--- src/rtl/audio_rec_pkg.sv ---
// Shared definitions for the audio recorder: recorder FSM states, parameter defaults, codec alignment.
// Latency: none (declarations only).
// Backpressure: not applicable.
package audio_rec_pkg;

    // Default sample memory geometry: 128K words of 16-bit samples.
    localparam int ADDR_W_DEFAULT   = 17;
    localparam int SAMPLE_W_DEFAULT = 16;

    // The codec delivers samples left-aligned at bit 14 of a 32-bit word.
    // Playback packs a stored word as {sample, 14'b0}; recording undoes that shift.
    localparam int SAMPLE_SHIFT = 14;

    typedef enum logic [2:0] {
        ST_IDLE  = 3'd0,
        ST_WAIT  = 3'd1,
        ST_POP   = 3'd2,
        ST_WRITE = 3'd3,
        ST_DONE  = 3'd4
    } state_t;

endpackage

--- src/rtl/audio_sample_pack.sv ---
// Converts a pair of 32-bit codec channel words into one stored sample word.
// Latency: purely combinational.
// Backpressure: none; output follows the inputs.
//
// Ports:
//   left, right : 32-bit codec channel words, sample field at [SAMPLE_SHIFT +: SAMPLE_W]
//   sample      : SAMPLE_W-bit word to store
//
// Build option AUDIO_RECORDER_MONO_MIX_EN:
//   defined   -> sample is the average of both channels, (L + R) >>> 1 over a
//                (SAMPLE_W+1)-bit signed sum so the addition cannot overflow.
//   undefined -> sample is the left channel field; right is ignored.
module audio_sample_pack
    import audio_rec_pkg::*;
#(
    parameter int SAMPLE_W = SAMPLE_W_DEFAULT
) (
    input  logic [31:0]         left,
    input  logic [31:0]         right,
    output logic [SAMPLE_W-1:0] sample
);

    localparam int FIELD_TOP = SAMPLE_SHIFT + SAMPLE_W;

    logic [SAMPLE_W-1:0] left_field;

    assign left_field = left[SAMPLE_SHIFT +: SAMPLE_W];

`ifdef AUDIO_RECORDER_MONO_MIX_EN
    logic [SAMPLE_W-1:0] right_field;
    logic [SAMPLE_W:0]   mix_sum;
    logic                unused_bits;

    assign right_field = right[SAMPLE_SHIFT +: SAMPLE_W];

    // Sign-extend both fields by one bit so the sum is exact, then drop the
    // LSB: that is an arithmetic shift right by one of the 17-bit sum.
    assign mix_sum = {left_field[SAMPLE_W-1], left_field}
                   + {right_field[SAMPLE_W-1], right_field};
    assign sample  = mix_sum[SAMPLE_W:1];

    // Bits outside the sample field carry codec padding only.
    assign unused_bits = ^{left[31:FIELD_TOP], left[SAMPLE_SHIFT-1:0],
                           right[31:FIELD_TOP], right[SAMPLE_SHIFT-1:0]};
`else
    logic unused_bits;

    assign sample = left_field;

    // Mono-left build: right channel and the padding bits are not used.
    assign unused_bits = ^{left[31:FIELD_TOP], left[SAMPLE_SHIFT-1:0], right};
`endif

endmodule

--- src/rtl/audio_recorder.sv ---
// Records codec samples into a sample RAM, keeping one word per DECIM popped samples.
// Latency: available seen in WAIT at cycle N -> read_audio_in at N+1 -> mem_wren at N+2.
// Backpressure: waits in WAIT while audio_in_available is low; RAM writes are never stalled.
//
// Ports:
//   CLOCK_50, reset_n        : system clock, asynchronous active-low reset
//   start, stop              : level controls; start records from address 0, stop ends it
//   audio_in_available       : codec input FIFO non-empty
//   left/right_channel_audio_in : codec sample words
//   read_audio_in            : one-cycle codec FIFO pop
//   mem_address/data/wren    : sample RAM write port
//   busy, full, sample_count : status
//
// Build option AUDIO_RECORDER_MONO_MIX_EN selects a left/right average instead of
// left-only storage (see audio_sample_pack).
module audio_recorder
    import audio_rec_pkg::*;
#(
    parameter int ADDR_W   = ADDR_W_DEFAULT,
    parameter int SAMPLE_W = SAMPLE_W_DEFAULT,
    parameter int DECIM    = 3
) (
    input  logic                CLOCK_50,
    input  logic                reset_n,
    input  logic                start,
    input  logic                stop,
    input  logic                audio_in_available,
    input  logic [31:0]         left_channel_audio_in,
    input  logic [31:0]         right_channel_audio_in,
    output logic                read_audio_in,
    output logic [ADDR_W-1:0]   mem_address,
    output logic [SAMPLE_W-1:0] mem_data,
    output logic                mem_wren,
    output logic                busy,
    output logic                full,
    output logic [ADDR_W:0]     sample_count
);

    localparam int                CNT_W      = (DECIM > 1) ? $clog2(DECIM) : 1;
    localparam logic [CNT_W-1:0]  CNT_RELOAD = CNT_W'(DECIM - 1);
    localparam logic [ADDR_W-1:0] ADDR_LAST  = '1;

    state_t            state;
    logic [CNT_W-1:0]  dec_cnt;
    logic [31:0]       left_q;
    logic [31:0]       right_q;

    // Strobes and busy decode straight from the state register so that an
    // asynchronous reset drops them in the same instant, aborting any write.
    assign read_audio_in = (state == ST_POP);
    assign mem_wren      = (state == ST_WRITE);
    assign busy          = (state == ST_WAIT) || (state == ST_POP) || (state == ST_WRITE);

    // The word to store is built from the channels latched in WAIT; the
    // latches reset to zero so mem_data reads zero out of reset.
    audio_sample_pack #(
        .SAMPLE_W (SAMPLE_W)
    ) u_pack (
        .left   (left_q),
        .right  (right_q),
        .sample (mem_data)
    );

    always_ff @(posedge CLOCK_50 or negedge reset_n) begin
        if (!reset_n) begin
            state        <= ST_IDLE;
            dec_cnt      <= '0;
            mem_address  <= '0;
            sample_count <= '0;
            full         <= 1'b0;
            left_q       <= '0;
            right_q      <= '0;
        end else begin
            case (state)
                ST_IDLE, ST_DONE: begin
                    // stop has priority over start; status holds until a start.
                    if (start && !stop) begin
                        dec_cnt      <= '0;
                        mem_address  <= '0;
                        sample_count <= '0;
                        full         <= 1'b0;
                        state        <= ST_WAIT;
                    end
                end

                ST_WAIT: begin
                    if (stop) begin
                        state <= ST_IDLE;
                    end else if (audio_in_available) begin
                        left_q  <= left_channel_audio_in;
                        right_q <= right_channel_audio_in;
                        state   <= ST_POP;
                    end
                end

                ST_POP: begin
                    // A zero count means this popped sample is the one kept;
                    // the write is finished even if stop is already high.
                    if (dec_cnt == '0) begin
                        state <= ST_WRITE;
                    end else begin
                        dec_cnt <= dec_cnt - CNT_W'(1);
                        state   <= stop ? ST_IDLE : ST_WAIT;
                    end
                end

                ST_WRITE: begin
                    dec_cnt      <= CNT_RELOAD;
                    sample_count <= sample_count + (ADDR_W + 1)'(1);
                    if (mem_address == ADDR_LAST) begin
                        // Last RAM location just written: hold the address
                        // rather than wrap onto the start of the recording.
                        full  <= 1'b1;
                        state <= ST_DONE;
                    end else begin
                        mem_address <= mem_address + ADDR_W'(1);
                        state       <= stop ? ST_IDLE : ST_WAIT;
                    end
                end

                default: state <= ST_IDLE;
            endcase
        end
    end

endmodule

--- config.mk ---
export PLATFORM = sky130hd
export DESIGN_NAME = audio_recorder
export DESIGN_NICKNAME = d
export VERILOG_FILES = /design/src/rtl/audio_rec_pkg.sv /design/src/rtl/audio_sample_pack.sv /design/src/rtl/audio_recorder.sv
export SDC_FILE = /design/constraint.sdc
export NUM_CORES = 1
export LEC_CHECK = 0
export CORE_ASPECT_RATIO = 1.5
export CORE_MARGIN = 2
export CORE_UTILIZATION = 42
export DETAILED_ROUTE_END_ITERATION = 12
export GPL_ROUTABILITY_DRIVEN = 0
export GPL_TIMING_DRIVEN = 0
export PLACE_DENSITY = 0.81
export SYNTH_ARGS = -nofsm -noshare
export SYNTH_HDL_FRONTEND = slang
export SYNTH_SLANG_ARGS = --single-unit
--- constraint.sdc ---
create_clock -name CLOCK_50 -period 2.7 [get_ports CLOCK_50]
set_input_delay 0.81 -clock CLOCK_50 [delete_from_list [all_inputs] [get_ports CLOCK_50]]
set_output_delay 0.81 -clock CLOCK_50 [all_outputs]
set_load 0.05 [all_outputs]
==> results of run 1 <==
[cells by family after synthesis]
group	after synthesis	share of synthesized area, %
and+or+nand+nor	94	19.5
DFF	57	52.6
AOI/OAI and AO/OA	52	12.5
muxes	20	8.11
buffers and inverters	19	2.90
xor gates and xnor gates	8	2.58
adders and majority gates	4	1.84
[worst reg2reg max path: stages, from the launching register on]
cell      delay (ns)
dfrtp_2         0.44
nand4_1         0.13
or3_1           0.13
buf_2           0.18
nor4_2          0.08
ha_2            0.21
nor4bb_1        0.27
clkbuf_4        0.26
nand2b_2        0.13
or4_1           0.41
a21oi_1         0.17
[sequential cells by signal, summed over array words and instances (netlist names)]
signal,count
left_q,16
full,1
mem_address,17
state,3
dec_cnt,2
sample_count,18
[area by class of cell]
class,instances,area share (%)
Multi-Input combinational cell,178,32.6
Clock buffer,14,4.34
Tap cell,74,2.47
Sequential cell,57,38.1
Inverter,8,0.801
Timing Repair Buffer,76,20.2
Buffer,11,1.47
[power by group]
group	internal (W)	switching (W)	total (W)	leakage (nW)
Sequential	0.00104	0.000119	0.00116	0.757
Clock	0.000374	0.000315	0.000689	0.0826
Combinational	0.000530	0.000972	0.00150	0.721
[per-layer routing]
layer | vias to the layer above | track usage [%] | wire [um]
li1 | 1118 | - | -
met1 | 1174 | 23.8 | 2660
met2 | 60 | 34.5 | 3560
met3 | 13 | 4.34 | 242
met4 | 0 | 10.2 | 179
met5 | - | 0 | 0
[how the worst min path moves through the flow]
stage | endpoint | slack (ns) | depth (start not counted)
floorplan | dec_cnt[0] | 0.51 | 0
global placement | sample_count[17] | 0.47 | 1
detailed placement | sample_count[17] | 0.49 | 1
CTS | sample_count[17] | 0.50 | 1
global route | sample_count[17] | 0.51 | 1
finish | sample_count[17] | 0.49 | 1
[layout by cell type (no fill, tap or decap), types with 4 or more instances in the layout]
cell and n:
buf_2 6, clkdlybuf4s50_1 71, or4_1 6, nand4_1 9, o31ai_1 8, mux2i_1 4
a22o_1 4, nor2_1 16, or3_1 5, nand3_1 14, nand2_1 19, a21oi_1 12
xor2_1 5, mux2_2 16, and4_1 4, dfrtp_1 56, inv_1 8, clkbuf_8 11
clkbuf_1 7, o21ai_0 13
[metrics by stage]
| stage | hold slack (ns) | TNS (ns) | util [%] | std cells | area, um2 |
|---|---|---|---|---|---|
| CTS | 0.497 | 0 | 60.0 | 418 | 3730 |
| floorplan | 0.508 | 0 | - | 254 | 2710 |
| detailed placement | 0.489 | -2.99 | 57.4 | 404 | 3570 |
| global route | 0.508 | 0 | 60.3 | 418 | 3750 |
| global placement | 0.472 | -56.86 | 57.2 | 403 | 3560 |
| finish | 0.491 | 0 | 60.3 | 418 | 3750 |
[repair_timing]
action	CTS	global route
endpoints found under the setup margin	3	17
pin swaps	0	1
resized for setup	9	9
hold endpoints to repair	0	0
==> impl_metrics.tcl, run 1 <==
set metrics [dict create \
    status "complete, no violations" \
    reg2reg_depth 10 \
    crit_path_end_kind "output port" \
    die_area_mm2 0.00713 \
    finalPower_w 0.00335 \
    crit_end "mem_wren" \
    cts_made_buffers 9 \
    dp_hpwl_mm 4.90 \
    num_rows 35 \
    p_leak_nw 1.56 \
    fmax_mhz 392 \
    synth_edf_count 0 \
    coreArea_mm2 0.00622 \
    r2r_end "mem_address[10]" \
    crit_type "reg -> out" \
    ys_seq_area_share_pct 52.6 \
    yosys.area.top_type "dfrtp_1" \
    crit_family "buffers and inverters" \
    critPathLaunchType "flip-flop" \
    synthArstFlopShare_pct 100 \
    yosys_warnings 0 \
    yosysUniqueCellTypes 43 \
    synthTopCellsByCount "dfrtp_1 (57), nand2_1 (20), mux2_2 (16), nor2_1 (16), nand3_1 (14)" \
    initial_core_util_pct 43.6 \
    yosys_register_bits 57 \
    syn2layout_area_growth_pct 38.1 \
    drive_above_1_share_pct 13.7 \
    numClockSinks 57 \
    ios 124 \
    dp_slack_ns -0.311 \
    gr-total-overflow 0 \
    regArea_mm2 0.00143 \
    worst-path-stages 5 \
    synth_top_cell_area_share_pct 52.6 \
    power_per_cell_area_mw_per_mm2 893 \
    setup_viol 0 \
    h-tree-depth 3 \
    clk_latency_ns 0.33 \
    rsz0062_at_grt "no" \
    cts_buffer_depth 2 \
    postSynthCellCount 254 \
    syn_area_per_cell_um2 10.7 \
    hold_buffers 0 \
    worst_clock_skew_ns 0.00538 \
    worstMarginPinSlew_ns 0.932 \
    antenna_cells 0 \
    maxSlewViolCount 0 \
    die_w_um 69.6 \
    hold_viol_final 0 \
    grt_pass1_wl_mm 11.2 \
    chipHeight_um 102 \
    cts_tree "yes" \
    synth_most_common_cell "dfrtp_1" \
    fin_ws_ns 0.150 \
    hold_path_class "reg -> reg" \
    port-buffer-count 75 \
    cp_common_cell "clkbuf_4" \
    synth_area_leaders "dfrtp_1 (53%), mux2_2 (6.6%), nand2_1 (2.8%)" \
    max-vdd-ir-drop_v 0.000569 \
    r2r_slack_ns 0.21 \
    multi_input_area_mm2 0.00122 \
    crit_chain "buf_2, nand3b_1, inv_1, clkbuf_4, clkbuf_4" \
    grt_pass1_vias 2364 \
    synthFlopType "dfrtp_1" \
    cp.buffers_inverters 4 \
    cp-startpoint "state[2]" \
    min_period_over_period_pct 94.5 \
    grt_max_degree 30 \
    cts_setup_buffers 0 \
    critPathMaxStageDelay_ns 0.35 \
    synth_nets 327 \
    crit_arrival_ns 1.74 \
    required_ns 1.89 \
    drtIter0Drc 152 \
    grt_usage_pct 20.1 \
    syn-cell-area_mm2 0.00271 \
    cp_max_fo 10 \
    cts_root_buf "clkbuf_8" \
    clk_pin_slew_ns 0.06 \
    nets 414 \
    nFillCells 543 \
    wl_mm 6.65 \
    via_count 2365 \
    dr.pass1.iters 5 \
    relSlewSlack_pct 37.7 \
    vias_per_cell 5.66 \
    maxCapViolCount 0 \
    antenna_found_initial 0 \
    crit-reg2reg-launch "mem_address[4]" \
    min_period_ns 2.55 \
    ant_nets 0 \
    slowest_stage "dfrtp_1" \
    routedWlPerCell_um 15.9 \
    hp-start "sample_count[17]" \
    drc 0 \
]
No activity file was read; power rests on OpenSTA's default activity.
==> run 2: changes to the inputs <==
- CORE_MARGIN: 2 -> not set
==> impl_metrics.tcl, run 2 (synthesis results as in run 1) <==
set metrics [dict create \
    critPathLaunchType "flip-flop" \
    crit_family "buffers and inverters" \
    via_count 2359 \
    setup_viol 0 \
    ios 124 \
    nets 414 \
    vias_per_cell 5.62 \
    placed_cells 404 \
    die_w_um 67.6 \
    drive_above_1_share_pct 13.6 \
    hold_path_class "reg -> reg" \
    initial_core_util_pct 44.0 \
    cts_tree "yes" \
    max-vdd-ir-drop_v 0.000688 \
    cp_common_cell "buf_2" \
    die_area_mm2 0.00679 \
    chipHeight_um 100 \
    crit_path_end_kind "output port" \
    coreArea_mm2 0.00617 \
    dp_hpwl_mm 4.79 \
    syn2layout_area_growth_pct 38.7 \
    min_period_over_period_pct 95.2 \
    worst_clock_skew_ns 0.00662 \
    power_per_cell_area_mw_per_mm2 909 \
    crit_type "reg -> out" \
    numClockSinks 57 \
    cts_setup_buffers 0 \
    layout_common_cells "clkdlybuf4s50_1 (71), dfrtp_1 (57), nand2_1 (19), nor2_1 (16), mux2_2 (16)" \
    wl_mm 6.57 \
    maxSlewViolCount 0 \
    cts_made_buffers 9 \
    dp_slack_ns -0.292 \
    critPathMaxStageDelay_ns 0.35 \
    cp.buffers_inverters 4 \
    cp_max_fo 10 \
    p_leak_nw 1.58 \
    nFillCells 521 \
    tns_ns 0 \
    drtIter0Drc 154 \
    relSlewSlack_pct 42.3 \
    holdWs_ns 0.507 \
    drc 0 \
    reg.largest.list "sample_count: 18 flops, mem_address: 17 flops, left_q: 16 flops" \
    cts_buffer_depth 2 \
    rsz0062_at_grt "no" \
    antenna_cells 0 \
    largest_reg_flops 18 \
    grt_pass1_wl_mm 10.5 \
    clk_pin_slew_ns 0.06 \
    grt_pass1_vias 2292 \
    routedWlPerCell_um 15.6 \
    min_period_ns 2.57 \
    maxCapViolCount 0 \
    slowest_stage "dfrtp_1" \
    required_ns 1.89 \
    num_rows 35 \
    cts_root_buf "clkbuf_8" \
    status "complete, no violations" \
    gr-total-overflow 0 \
    ant_nets 0 \
    worstMarginPinSlew_ns 0.863 \
    dr.pass1.iters 5 \
    clk_latency_ns 0.33 \
    fin_cells 420 \
    fmax_mhz 389 \
    hold_viol_final 0 \
    h-tree-depth 3 \
    layout_commonest_cell "clkdlybuf4s50_1" \
    port-buffer-count 75 \
    grt_max_degree 30 \
    largest_register "sample_count" \
    antenna_found_initial 0 \
    crit_arrival_ns 1.76 \
    crit_chain "buf_2, nand3b_1, inv_1, buf_2, clkbuf_4" \
    fin_ws_ns 0.130 \
    post-route-util_pct 61.0 \
    grt_usage_pct 20.8 \
]
## run 2: cell types whose count changed in the layout (fill, tap and decap cells not counted)
cell,delta
buf_4,+1
clkinv_2,+2
bufinv_16,+1
clkbuf_4,-2
buf_2,+1
dfrtp_1,+1
clkbuf_8,-1
dfrtp_2,-1
nor4_1,+1
nor4_2,-1
## run 2: stage by stage
stage	total power [W]	cell area, um2
after detailed placement	0.00268	3570
after global routing	0.00358	3760
final	0.00342	3760
after CTS	0.00345	3750
after global placement	0.00264	3560
after floorplan	0.00217	2710
## run 2: where the power goes
| group | internal (W) | switching (W) |
|---|---|---|
| sequential | 0.00104 | 0.000114 |
| clock | 0.000450 | 0.000324 |
| combinational | 0.000529 | 0.000968 |
| total | 0.00202 | 0.00141 |
## run 2: routing by layer
layer	track usage [%]	vias up	share of wire (%)
li1	-	1116	-
met1	24.8	1163	39
met2	34.0	68	54
met3	4.07	12	4.2
met4	11.8	0	2.5
met5	0	-	0
## run 2: repair_timing
action,CTS,global route
hold buffers,0,0
setup endpoints to repair,3,9
pin swaps,0,0
resized for setup,8,7
## run 2: layout make-up
class	count	area [um2]	area share, %
Multi-Input combinational cell	178	1220	32.3
Timing Repair Buffer	76	757	20.1
Clock buffer	13	149	3.96
Inverter	8	30.0	0.798
Sequential cell	57	1430	37.9
Buffer	11	52.6	1.40
Clock inverter	3	40.0	1.06
Tap cell	74	92.6	2.46
## run 2: worst paths after layout
path | from | end | slack [ns] | cells past startpoint
hold / removal | sample_count[17] | sample_count[17] | 0.51 | 1
hold reg to reg | sample_count[17] | sample_count[17] | 0.51 | 1
min in group asynchronous | reset_n | sample_count[0] | 0.52 | 1
setup reg to reg | mem_address[4] | mem_address[4] | 0.25 | 10
max in group asynchronous | reset_n | left_q[29] | 1.59 | 2
setup / recovery | state[2] | mem_wren | 0.13 | 5
==> run 3: changes to the inputs <==
- RECOVER_POWER: not set -> 100
==> impl_metrics.tcl, run 3 (synthesis results as in run 1) <==
set metrics [dict create \
    routedWlPerCell_um 15.6 \
    dp_hpwl_mm 4.79 \
    num_rows 35 \
    critPathMaxStageDelay_ns 0.35 \
    hold_viol_final 0 \
    power_per_cell_area_mw_per_mm2 892 \
    drtIter0Drc 141 \
    hold_path_class "reg -> reg" \
    power_frac_comb_pct 42.9 \
    r2r_slack_ns 0.22 \
    grt_usage_pct 20.8 \
    cp_common_cell "buf_2" \
    grt_pass1_vias 2292 \
    clk_pin_slew_ns 0.06 \
    cp.buffers_inverters 4 \
    antenna_cells 0 \
    grt_pass1_wl_mm 10.5 \
    hold_buffers 0 \
    violations "capacitance limit, slew limit" \
    die_w_um 67.6 \
    fmax_mhz 388 \
    numClockSinks 57 \
    crit_family "buffers and inverters" \
    setup_viol 0 \
    initial_core_util_pct 44.0 \
    cts_buffer_depth 2 \
    power_frac_seq_pct 34.1 \
    worstMarginPinSlew_ns 1.62 \
    clk_latency_ns 0.32 \
    p_switching_w 0.00140 \
    hp-start "left_q[29]" \
    status "complete, but fails checks" \
    crit_type "reg -> out" \
    slowest_stage "dfrtp_1" \
    clkPwrFrac_pct 23.0 \
    cts_made_buffers 9 \
    ant_nets 0 \
    nets 414 \
    maxCapViolCount 1 \
    dr.pass1.iters 4 \
    coreArea_mm2 0.00617 \
    drive_above_1_share_pct 13.0 \
    ios 124 \
    cts_tree "yes" \
    required_ns 1.89 \
    antenna_found_initial 0 \
    largest_register "sample_count" \
    cts_resized 8 \
    switching_share_pct 41.7 \
    maxSlewViolCount 29 \
    post-route-util_pct 60.9 \
    crit_path_end_kind "output port" \
    r2r_end "mem_address[11]" \
    gr-total-overflow 0 \
    rsz0062_at_grt "no" \
    worst_clock_skew_ns 0.00622 \
    min_path_cells 1 \
    wl_mm 6.57 \
    min_period_ns 2.58 \
    relSlewSlack_pct -8.09 \
    holdWs_ns 0.502 \
    vias_per_cell 5.66 \
    crit_arrival_ns 1.77 \
    reg.largest.list "sample_count: 18 flops, mem_address: 17 flops, left_q: 16 flops" \
    critPathLaunchType "flip-flop" \
    max-vdd-ir-drop_v 0.000675 \
    port-buffer-count 75 \
    cts_root_buf "clkbuf_8" \
    crit_chain "buf_2, nand3b_1, inv_1, buf_2, clkbuf_4" \
    drc 0 \
    layout_commonest_cell "dfrtp_1" \
    min_to "left_q[29]" \
    chipHeight_um 100 \
    finalPower_w 0.00336 \
    reg2reg_depth 10 \
    p_leak_nw 1.71 \
    grt_max_degree 30 \
    cts_setup_buffers 0 \
    cp_max_fo 10 \
    syn2layout_area_growth_pct 38.5 \
    via_count 2376 \
    h-tree-depth 3 \
    layout_common_cells "dfrtp_1 (57), dlygate4sd3_1 (53), nand2_1 (19), clkdlybuf4s50_1 (18)" \
    internal_power_w 0.00196 \
    die_area_mm2 0.00679 \
    crit-reg2reg-launch "mem_address[4]" \
    largest_reg_flops 18 \
    min_period_over_period_pct 95.4 \
]
-- run 3: cell types whose count changed in the layout (fill, tap and decap cells not counted), sizes merged --
cell	previous run	this run
buf	9	7
clkbuf	19	21
clkdlybuf4s50	71	18
dlygate4sd3	0	53
-- run 3: final cells by class --
cell class	instances	area (um2)
buffer	11	52.6
sequential	57	1430
clock buffer	13	149
tap	74	92.6
fill	523	2410
inverter	8	30.0
clock inverter	3	40.0
multi-input combinational	178	1210
timing repair buffer	76	756
-- run 3: per-stage QoR --
stage | TNS, ns | instance area [um2] | cells | setup slack [ns]
after detailed placement | -1.03 | 3570 | 404 | -0.292
final | 0 | 3760 | 420 | 0.125
after global routing | 0 | 3760 | 420 | 0.00854
after CTS | 0 | 3750 | 420 | 0.00580
after global placement | -57.67 | 3560 | 403 | -0.990
after floorplan | 0 | 2710 | 254 | 0.115
-- run 3: metal layers --
layer / vias up / share of wire, % / GRT usage [%]
li1: 1116 / - / -
met5: - / 0 / 0
met4: 0 / 2.5 / 11.8
met3: 12 / 4.1 / 4.07
met1: 1177 / 39 / 24.8
met2: 71 / 54 / 34.0
-- run 3: power groups by stage --
stage,registers (W),clock network [W],logic [W]
after CTS,0.00115,0.000794,0.00150
after floorplan,0.00171,0,0.000452
final,0.00114,0.000772,0.00144
after detailed placement,0.00117,0,0.00151
after global placement,0.00116,0,0.00149
after global routing,0.00117,0.000833,0.00152
-- run 3: how the worst max path moves through the flow --
stage,start,endpoint,slack (ns),cells after the start
4_1_cts,state[1],read_audio_in,0.006,4
5_1_grt,mem_address[4],mem_address[14],0.009,10
2_1_floorplan,mem_address[4],mem_address[14],0.12,10
3_3_place_gp,reset_n,left_q[26],-0.99,1
3_5_place_dp,state[2],mem_wren,-0.29,5
6_report,state[2],mem_wren,0.12,5
-- run 3: worst reg2reg max path: stages (launching register included) --
cell,delay [ns]
dfrtp_1,0.44
nand4_1,0.15
or3_1,0.11
buf_2,0.18
nor4_1,0.08
ha_1,0.24
nor4bb_1,0.29
buf_4,0.22
nand2_2,0.11
or4_1,0.43
a21oi_1,0.16
